--- src/rtl/latch_ctrl_pkg.sv ---
// Shared types and defaults for the debounced latch-load controller.
package latch_ctrl_pkg;

   localparam int unsigned DEBOUNCE_CYCLES_DEF = 16;
   localparam int unsigned WIDTH_DEF           = 4;

   typedef enum logic [1:0] {
      IDLE         = 2'd0,
      PRESS_WAIT   = 2'd1,
      PRESSED      = 2'd2,
      RELEASE_WAIT = 2'd3
   } state_t;

   function automatic logic is_wait_state(input state_t s);
      return (s == PRESS_WAIT) || (s == RELEASE_WAIT);
   endfunction

endpackage

--- src/rtl/sync_2ff.sv ---
// Two-flop synchronizer for one asynchronous bit; 2 cycles of latency, no backpressure.
module sync_2ff (
   input  logic clk,
   input  logic rst_n,
   input  logic d_i,
   output logic q_o
);

   logic meta_q;
   logic sync_q;

   always_ff @(posedge clk or negedge rst_n) begin
      if (!rst_n) begin
         meta_q <= 1'b0;
         sync_q <= 1'b0;
      end else begin
         meta_q <= d_i;
         sync_q <= meta_q;
      end
   end

   assign q_o = sync_q;

endmodule

--- src/rtl/latch_load_ctrl.sv ---
// Debounces a load button and issues a one-cycle enable with switch data to a D latch.
// SYNC_STAGE_EN inserts a 2-flop synchronizer on btn_raw (+2 cycles); all outputs are registered.
module latch_load_ctrl
   import latch_ctrl_pkg::*;
#(
   parameter int unsigned WIDTH           = WIDTH_DEF,
   parameter int unsigned DEBOUNCE_CYCLES = DEBOUNCE_CYCLES_DEF
) (
   input  logic             clk,
   input  logic             rst_n,
   input  logic             btn_raw,
   input  logic [WIDTH-1:0] sw,
   output logic             enable,
   output logic [WIDTH-1:0] d_out,
   output logic             btn_level,
   output logic             busy
);

   localparam int unsigned     CNT_W    = $clog2(DEBOUNCE_CYCLES);
   localparam logic [CNT_W-1:0] CNT_LAST = CNT_W'(DEBOUNCE_CYCLES - 1);

   logic btn_s;

`ifdef SYNC_STAGE_EN
   sync_2ff u_sync (
      .clk   (clk),
      .rst_n (rst_n),
      .d_i   (btn_raw),
      .q_o   (btn_s)
   );
`else
   assign btn_s = btn_raw;
`endif

   state_t           state_q, state_d;
   logic [CNT_W-1:0] cnt_q, cnt_d, cnt_inc;
   logic             enable_q, enable_d;
   logic [WIDTH-1:0] d_out_q, d_out_d;
   logic             btn_level_q, btn_level_d;
   logic             busy_q, busy_d;

   always_ff @(posedge clk or negedge rst_n) begin
      if (!rst_n) begin
         state_q     <= IDLE;
         cnt_q       <= '0;
         enable_q    <= 1'b0;
         d_out_q     <= '0;
         btn_level_q <= 1'b0;
         busy_q      <= 1'b0;
      end else begin
         state_q     <= state_d;
         cnt_q       <= cnt_d;
         enable_q    <= enable_d;
         d_out_q     <= d_out_d;
         btn_level_q <= btn_level_d;
         busy_q      <= busy_d;
      end
   end

   // The entry sample counts as the first stable sample, so a wait state
   // completes when the incremented count would reach DEBOUNCE_CYCLES-1.
   always_comb begin
      state_d     = state_q;
      cnt_d       = cnt_q;
      enable_d    = 1'b0;
      d_out_d     = d_out_q;
      btn_level_d = btn_level_q;
      cnt_inc     = cnt_q + CNT_W'(1);

      case (state_q)
         IDLE: begin
            if (btn_s) begin
               state_d = PRESS_WAIT;
               cnt_d   = '0;
            end
         end
         PRESS_WAIT: begin
            if (!btn_s) begin
               state_d = IDLE;
               cnt_d   = '0;
            end else if (cnt_inc == CNT_LAST) begin
               state_d     = PRESSED;
               cnt_d       = '0;
               enable_d    = 1'b1;
               d_out_d     = sw;
               btn_level_d = 1'b1;
            end else begin
               cnt_d = cnt_inc;
            end
         end
         PRESSED: begin
            if (!btn_s) begin
               state_d = RELEASE_WAIT;
               cnt_d   = '0;
            end
         end
         RELEASE_WAIT: begin
            if (btn_s) begin
               state_d = PRESSED;
               cnt_d   = '0;
            end else if (cnt_inc == CNT_LAST) begin
               state_d     = IDLE;
               cnt_d       = '0;
               btn_level_d = 1'b0;
            end else begin
               cnt_d = cnt_inc;
            end
         end
         default: begin
            state_d = IDLE;
            cnt_d   = '0;
         end
      endcase

      busy_d = is_wait_state(state_d);
   end

   assign enable    = enable_q;
   assign d_out     = d_out_q;
   assign btn_level = btn_level_q;
   assign busy      = busy_q;

endmodule

--- config.mk ---
export PLATFORM = sky130hd
export DESIGN_NAME = latch_load_ctrl
export DESIGN_NICKNAME = d
export VERILOG_FILES = /design/src/rtl/latch_ctrl_pkg.sv /design/src/rtl/sync_2ff.sv /design/src/rtl/latch_load_ctrl.sv
export SDC_FILE = /design/constraint.sdc
export NUM_CORES = 1
export LEC_CHECK = 0
export ABC_AREA = 1
export CORE_ASPECT_RATIO = 0.75
export CORE_MARGIN = 3
export CORE_UTILIZATION = 30
export CTS_BUF_LIST = sky130_fd_sc_hd__clkbuf_4 sky130_fd_sc_hd__clkbuf_8 sky130_fd_sc_hd__clkbuf_16
export DETAILED_ROUTE_END_ITERATION = 8
export GPL_TIMING_DRIVEN = 0
export MAX_ROUTING_LAYER = met4
export PLACE_DENSITY = 0.57
export SYNTH_ARGS = -nofsm -noshare
export SYNTH_HDL_FRONTEND = slang
export SYNTH_SLANG_ARGS = --single-unit
export TNS_END_PERCENT = 5
--- constraint.sdc ---
create_clock -name clk -period 4 [get_ports clk]
set_clock_uncertainty 0.1 [all_clocks]
set_input_delay 0.8 -clock clk [delete_from_list [all_inputs] [get_ports clk]]
set_output_delay 0.8 -clock clk [all_outputs]
set_load 0.01 [all_outputs]
# Word level (Yosys, flattened, before mapping)
# Index checks and enable logic that the tools add are counted.
# Widths: inputs -> output; s select.
[word_totals]
ff_bits = 13
inputBits = 7
output_inout_bits = 7
elab_cells = 46
[classes]
addsub = 1
eq_ne = 12
mux = 21
n_reduce_logical = 6
[ops]
columns = ["op", "count"]
rows = [
  ["$mux 4", 5],
  ["$pmux 4 s4", 1],
  ["$mux 2", 6],
  ["$ne 2x2->1 const B", 6],
  ["$pmux 2 s4", 1],
  ["$mux 1", 7],
  ["$eq 2x2->1 const B", 3],
  ["$reduce_and 5->1", 1],
  ["$add 4x1->4 const B", 1],
  ["$eq 2x1->1 const B", 2],
  ["$eq 4x4->1 const B", 1],
  ["$reduce_and 3->1", 1],
  ["$logic_not 2->1", 1],
  ["$pmux 1 s2", 1],
  ["$reduce_and 2->1", 1],
  ["$reduce_bool 2->1", 1],
  ["$logic_or 1x1->1", 1],
]

# Logic depth before layout (Yosys ltp)
# Gate-level depths: netlist of the first run.
[depth]
ltp_word = 7
ltp_mapped = 8
ltp_nobuf = 8

# Worst setup path after synthesis of the first run
# No wires, ideal clock.
[synth_timing]
kind = "input -> register"
start = "input port btn_raw"
end = "register cnt_q[0]"
setup_ps = 74
arrival_ps = 1453
required_time_ps = 3826
slack_ps = 2373
stages = 6
path_buffers = 1
path_cell_list = "buf_4 > xor2_2 > inv_2 > nor2_4 > nand2_2 > o21ai_2"
[synth_between]
elab_chain_len = 2
elab_cells_between_ends = 6
classes_between = "2 x eq/ne; 3 x mux; 1 x reduce/logical"
[synth_lines]
columns = ["element", "line", "text"]
rows = [
  ["start, declared", "latch_load_ctrl.sv:11", "input logic btn_raw,"],
  ["$mux 4, or another cell as far along", "latch_load_ctrl.sv:98", "if (btn_s) begin"],
  ["$pmux 4 s4 / $reduce_and 2->1 (equally long branches)", "--", ""],
  ["end signal, assigned", "latch_load_ctrl.sv:52", "cnt_q <= cnt_d;"],
  ["end, declared", "latch_load_ctrl.sv:36", "logic [CNT_W-1:0] cnt_q, cnt_d, cnt_inc;"],
]
# Parallel ways exist; a longest one is shown, timed or not.
# A chain may end at the register's enable or synchronous reset.

# Worst setup path after layout of the first run
[layout_timing]
start = "register d_out_q[1], in the netlist d_out[1]"
end = "output port d_out[1]"
[layout_rtl]
columns = ["element", "line", "text"]
rows = [
  ["start, declared", "latch_load_ctrl.sv:38", "logic [WIDTH-1:0] d_out_q, d_out_d;"],
  ["start signal, assigned", "latch_load_ctrl.sv:54", "d_out_q <= d_out_d;"],
  ["end, declared", "latch_load_ctrl.sv:14", "output logic [WIDTH-1:0] d_out,"],
]
# No word-level cell between the ends.

==> reports/metrics.csv, run 1 <==
metric;value;unit
status;completed;
Hold Path Class;reg2reg;
drt pass-1 iters;4;
CP endpoint kind;output pin;
Yosys top cell by area;dfrtp_1;
slowest stage delay, CP;0.55;ns
clock latency on the worst-skew pair;0.27;ns
WP data arrival;1.17;ns
setup TNS;0;ns
max-cap viol count;0;
io pins;14;
Syn Nets;83;
DR iter-0 viols;10;
vias in the first global route;476;
CP Buf/Inv Count;1;
initial antenna violation count;0;
maximum number of pins on one net before global-route repair;14;
Clock Sinks;13;
Tot Pwr;0.000245;W
Post-Layout Cell Count;114;
Max Buffers Root-to-Sink;2;
CP Class;reg2out;
placed cells;110;
Util after Layout;0.414;
unrepaired setup endpoints after global routing;false;
Post-Route WL;1230;um
crit-path leading delay family;buffers and inverters;
fmax;483;MHz
Final Hold Viols;0;
clk slew on worst S/H paths;0.07;ns
Max-slew headroom;0.616;
final max-slew violation count;0;
Worst-Margin Slew;0.574;ns
cell leakage power;0.414;nW
cell area power density;289;nW/um^2
Avg Vias per Cell;4.44;
post-synthesis sequential area ratio;0.487;
syn_area_per_cell;9.03;um^2
remaining global-route overflow;0;
layout cells sized above 1;0.200;
CORE AREA;2050;um^2
largest cells by area after synthesis;dfrtp_1 49%, nand2_1 15%, nand4_1 6.6%;
vias after detailed routing;506;
Synth Warn #;0;
drt wl/cell;10.8;um
die area;2840;um^2
htree depth;1;
post-cts sizing count;0;
DIE HEIGHT;46.9;um
CTS tree;built;
share of the synthesized area in the top cell type;0.487;
critical path required time;3.10;ns
area grow syn2layout;27.0;%
buffers inserted by post-CTS timing repair;0;
post-detail-place hpwl;1010;um
hold_buf cts;0;
Die X;60.5;um
slowest stage cell, crit path;clkdlybuf4s50_1;
final hold slack;0.371;ns
Residual DRC;0;
Syn Inst Count;74;
diode count;0;
Synth cell types;16;
GRT Total Usage;0.109;
TritonCTS Buffers;3;
Rows;14;
type of origin of the critical path;flop;
count of nets after finishing;100;
first-pass GRT wire length;2150;um
Yosys reg bits;13;
worst reg2reg setup slack;2.46;ns
final setup vio count;0;
Buffers on Ports;12;
CTS Root Cell;clkbuf_4;
VDD IR-drop max;202;uV
CP max FO;2;
post-route clock period utilization;0.518;
gpl congestion;0.698;
synthesized cell area;668;um^2
initial core utilization;0.326;
crit path time final;2.07;ns
crit-path cells;clkdlybuf4s50_1;
Final ANT Viol Nets;0;
## synthesized netlist by cell type, drive strengths merged
master,instances
buf,1
nand2,28
dfrtp,13
ha,2
inv,10
nor2,4
o21ai,3
xor2,1
nand4,8
nand3,4
## layer usage
| metal | vias up | wire, um | global-route usage |
|---|---|---|---|
| li1 | 271 | - | - |
| met1 | 227 | 672 | 0.166 |
| met2 | 8 | 515 | 0.123 |
| met3 | 0 | 46 | 0.0495 |
| met4 | 0 | 0 | 0.0260 |
| met5 | - | 0 | - |
## metrics by stage
step / area, um^2 / worst slack, ns
floorplan: 668 / 2.37
global placement: 818 / 2.23
detailed placement: 818 / 2.22
CTS: 848 / 1.91
global route: 848 / 1.86
finish: 848 / 1.93
## layout by cell type, fill, tap and decap left out
cell,synthesis,final
inv_1,7,7
nor2_4,2,2
dfrtp_1,13,13
clkdlybuf4s50_1,0,12
inv_2,3,3
nand2_2,1,1
nand3_1,3,3
clkbuf_4,0,4
nand4_1,7,7
nand3_2,1,1
nand4_4,1,1
nor2_1,1,1
xor2_2,1,1
buf_4,1,1
o21ai_2,3,3
nand2_1,27,27
nor2_2,1,1
ha_1,2,2
## cell type report
cell class / instances / area [um^2]
inverters: 10 / 37.5
repair buffers: 12 / 120
clock buffers: 4 / 30.0
flip-flops and latches: 13 / 325
multi-input cells: 50 / 298
well taps: 24 / 30.0
plain buffers: 1 / 7.51
fillers: 212 / 1200
## power by group
part           switching [W]  internal [W]
sequential        0.00000406      0.000134
combinational      0.0000116    0.00000967
clock              0.0000400     0.0000454
## flip-flops by register name (all words and copies together) (netlist names)
signal	cells
state_q	2
enable	1
btn_level	1
cnt_q	4
d_out	4
busy	1
## worst paths after layout
check | start | to | cells after the start
min reg2reg | d_out[0]$_DFFE_PN0P_ | d_out[0]$_DFFE_PN0P_ | 2
max in group asynchronous | rst_n | busy$_DFF_PN0_ | 1
min in group asynchronous | rst_n | d_out[3]$_DFFE_PN0P_ | 1
max reg2reg | cnt_q[0]$_DFFE_PN0P_ | state_q[0]$_DFF_PN0_ | 7
min | d_out[0]$_DFFE_PN0P_ | d_out[0]$_DFFE_PN0P_ | 2
max | d_out[1]$_DFFE_PN0P_ | d_out[1] | 1
## kinds of logic (layout without fill, tap and decap cells)
| kind of cell | count (synthesis) | in the layout | share of synthesized area |
|---|---|---|---|
| simple gates | 44 | 44 | 0.345 |
| flops | 13 | 13 | 0.487 |
| buf+inv | 11 | 27 | 0.0674 |
| compound gates | 3 | 3 | 0.0393 |
| fa+ha+maj | 2 | 2 | 0.0374 |
| xor+xnor | 1 | 1 | 0.0244 |
Power figures use the tool's default switching activity.
==> run 2, diff against run 1 <==
- PLACE_DENSITY: 0.57 -> 0.59
- clock period: 4 -> 1.8 ns (I/O delays scaled with it)
==> run 2 against run 1 <==
  * First-iteration DRC count increased by 40%
  * Sequential share of layout area did not move
  * Sequential power up 120%
  * Total power up 120%
  * Wire length is 2.8% higher
  * Die area did not move
  * Count of clock-buffer cells in the layout stayed put
  * Via count grew 0.99%
  * Cell count unchanged
  * Setup slack worse by 1.8 ns
  * Combinational power increased by 120%
  * Non-clock buffer count is the same
  * Largest cell class unchanged
  * Largest power group unchanged
  * Highest routed layer is now met4
==> reports/metrics.csv, run 2 (synthesis results as in run 1) <==
metric;value;unit;change
initial core utilization;0.326;;unchanged
drt pass-1 iters;4;;unchanged
crit path launch;d_out[1]$_DFFE_PN0P_;;
final max-slew violation count;0;;unchanged
setup TNS;0;ns;unchanged
unrepaired setup endpoints after global routing;false;;
CTS tree;built;;
fmax;617;MHz;
Post-Route WL;1270;um;+2.8%
Clock Sinks;13;;unchanged
status;completed;;
CP Buf/Inv Count;1;;unchanged
vias after detailed routing;511;;+0.99%
post-cts sizing count;0;;unchanged
final hold slack;0.305;ns;-0.0662 ns
die area;2840;um^2;unchanged
Final Hold Viols;0;;unchanged
Avg Vias per Cell;4.48;;+0.99%
htree depth;1;;unchanged
CP max FO;2;;unchanged
most frequent cells in the layout;27 x nand2_1, 13 x dfrtp_1, 12 x clkdlybuf4s50_1;;
Final ANT Viol Nets;0;;unchanged
placed cells;110;;unchanged
Rows;14;;unchanged
diode count;0;;unchanged
cell area power density;645;nW/um^2;+120%
WP data arrival;1.16;ns;about the same
cell leakage power;0.414;nW;unchanged
post-route clock period utilization;0.901;;
first-pass GRT wire length;2060;um;-4.1%
Max Buffers Root-to-Sink;2;;unchanged
gpl congestion;0.767;;+9.9%
Worst-Margin Slew;0.580;ns;+0.00573 ns
Design Area, Final;848;um^2;unchanged
commonest non-fill, non-tap cell in the layout;nand2_1;;
type of origin of the critical path;flop;;
Die X;60.5;um;unchanged
crit-path cells;clkdlybuf4s50_1;;
Tot Pwr;0.000547;W;+120%
clk slew on worst S/H paths;0.08;ns;about the same
CTS Root Cell;clkbuf_4;;
Layout fillers;205;;-3.3%
DIE HEIGHT;46.9;um;unchanged
Psw;0.000127;W;+130%
crit path time final;1.62;ns;
slowest stage cell, crit path;clkdlybuf4s50_1;;
crit-path leading delay family;buffers and inverters;;
CP Class;reg2out;;
drt wl/cell;11.1;um;+2.8%
r2r worst-path depth;7;;unchanged
Sequential Power Share;0.562;;-0.002
DR iter-0 viols;14;;+4
hold_buf cts;0;;unchanged
count of nets after finishing;100;;unchanged
GRT Total Usage;0.107;;-0.00215
initial antenna violation count;0;;unchanged
io pins;14;;unchanged
final setup vio count;0;;unchanged
slowest stage delay, CP;0.54;ns;about the same
area grow syn2layout;27.0;%;unchanged
maximum number of pins on one net before global-route repair;14;;unchanged
clock latency on the worst-skew pair;0.27;ns;about the same
clock network power share;0.353;;+0.004
critical path required time;1.34;ns;-1.76 ns
sw frac;0.232;;+0.00427
TritonCTS Buffers;3;;unchanged
VDD IR-drop max;439;uV;+120%
post-detail-place hpwl;1000;um;-0.75%
Hold Path Class;in2reg;;
Area after DPL;818;um^2;unchanged
vias in the first global route;431;;-9.5%
Worst Hold Depth;3;;+1
Worst path depth;1;;unchanged
remaining global-route overflow;0;;unchanged
CORE AREA;2050;um^2;unchanged
Residual DRC;0;;unchanged
Hold Path Origin;btn_raw;;
internal power;0.000420;W;+120%
layout cells sized above 1;0.200;;unchanged
max-cap viol count;0;;unchanged
CP endpoint kind;output pin;;
Buffers on Ports;12;;unchanged
Post-Layout Cell Count;114;;unchanged
buffers inserted by post-CTS timing repair;0;;unchanged
RR Startpoint;cnt_q[0]$_DFFE_PN0P_;;
power share of the combinational group;0.086;;about the same
Max-slew headroom;0.612;;-0.00383
run 2: cell counts in the layout (fill, tap and decap cells not counted):
No cell type changed its count.
run 2: through the flow:
stage                     utilization  setup WS, ns
after global routing            0.414        0.0822
final                           0.414         0.178
after CTS                       0.414         0.154
after global placement          0.399         0.292
after detailed placement        0.399         0.244
after floorplan                     -         0.401
run 2: worst paths after layout:
kind	to	slack, ns
worst max-delay path	d_out[1]	0.18
worst min-delay path	d_out[0]$_DFFE_PN0P_	0.31
worst max register to register	state_q[0]$_DFF_PN0_	0.24
worst min register to register	d_out[2]$_DFFE_PN0P_	0.37
max in group asynchronous	d_out[3]$_DFFE_PN0P_	0.87
min in group asynchronous	d_out[0]$_DFFE_PN0P_	0.35
run 2: power by group through the flow:
stage | Sequential, W | Combinational (W) | Clock, W
3_3_place_gp | 0.000312 | 0.0000475 | 0
2_1_floorplan | 0.000311 | 0.0000243 | 0
5_1_grt | 0.000309 | 0.0000521 | 0.000214
3_5_place_dp | 0.000313 | 0.0000480 | 0
4_1_cts | 0.000307 | 0.0000482 | 0.000199
6_report | 0.000307 | 0.0000468 | 0.000193
run 2: layout make-up:
type	instances	area (um^2)	share of cell area
flip-flops and latches	13	325	0.383
inverters	10	37.5	0.0442
multi-input cells	50	298	0.351
repair buffers	12	120	0.142
well taps	24	30.0	0.0354
plain buffers	1	7.51	0.00885
clock buffers	4	30.0	0.0354
run 2: per-layer routing:
metal	GRT usage	vias up	part of all wire
met2	0.136	14	0.43
li1	-	269	-
met4	0.0260	0	0.0047
met1	0.151	226	0.50
met5	-	-	0
met3	0.0495	2	0.063
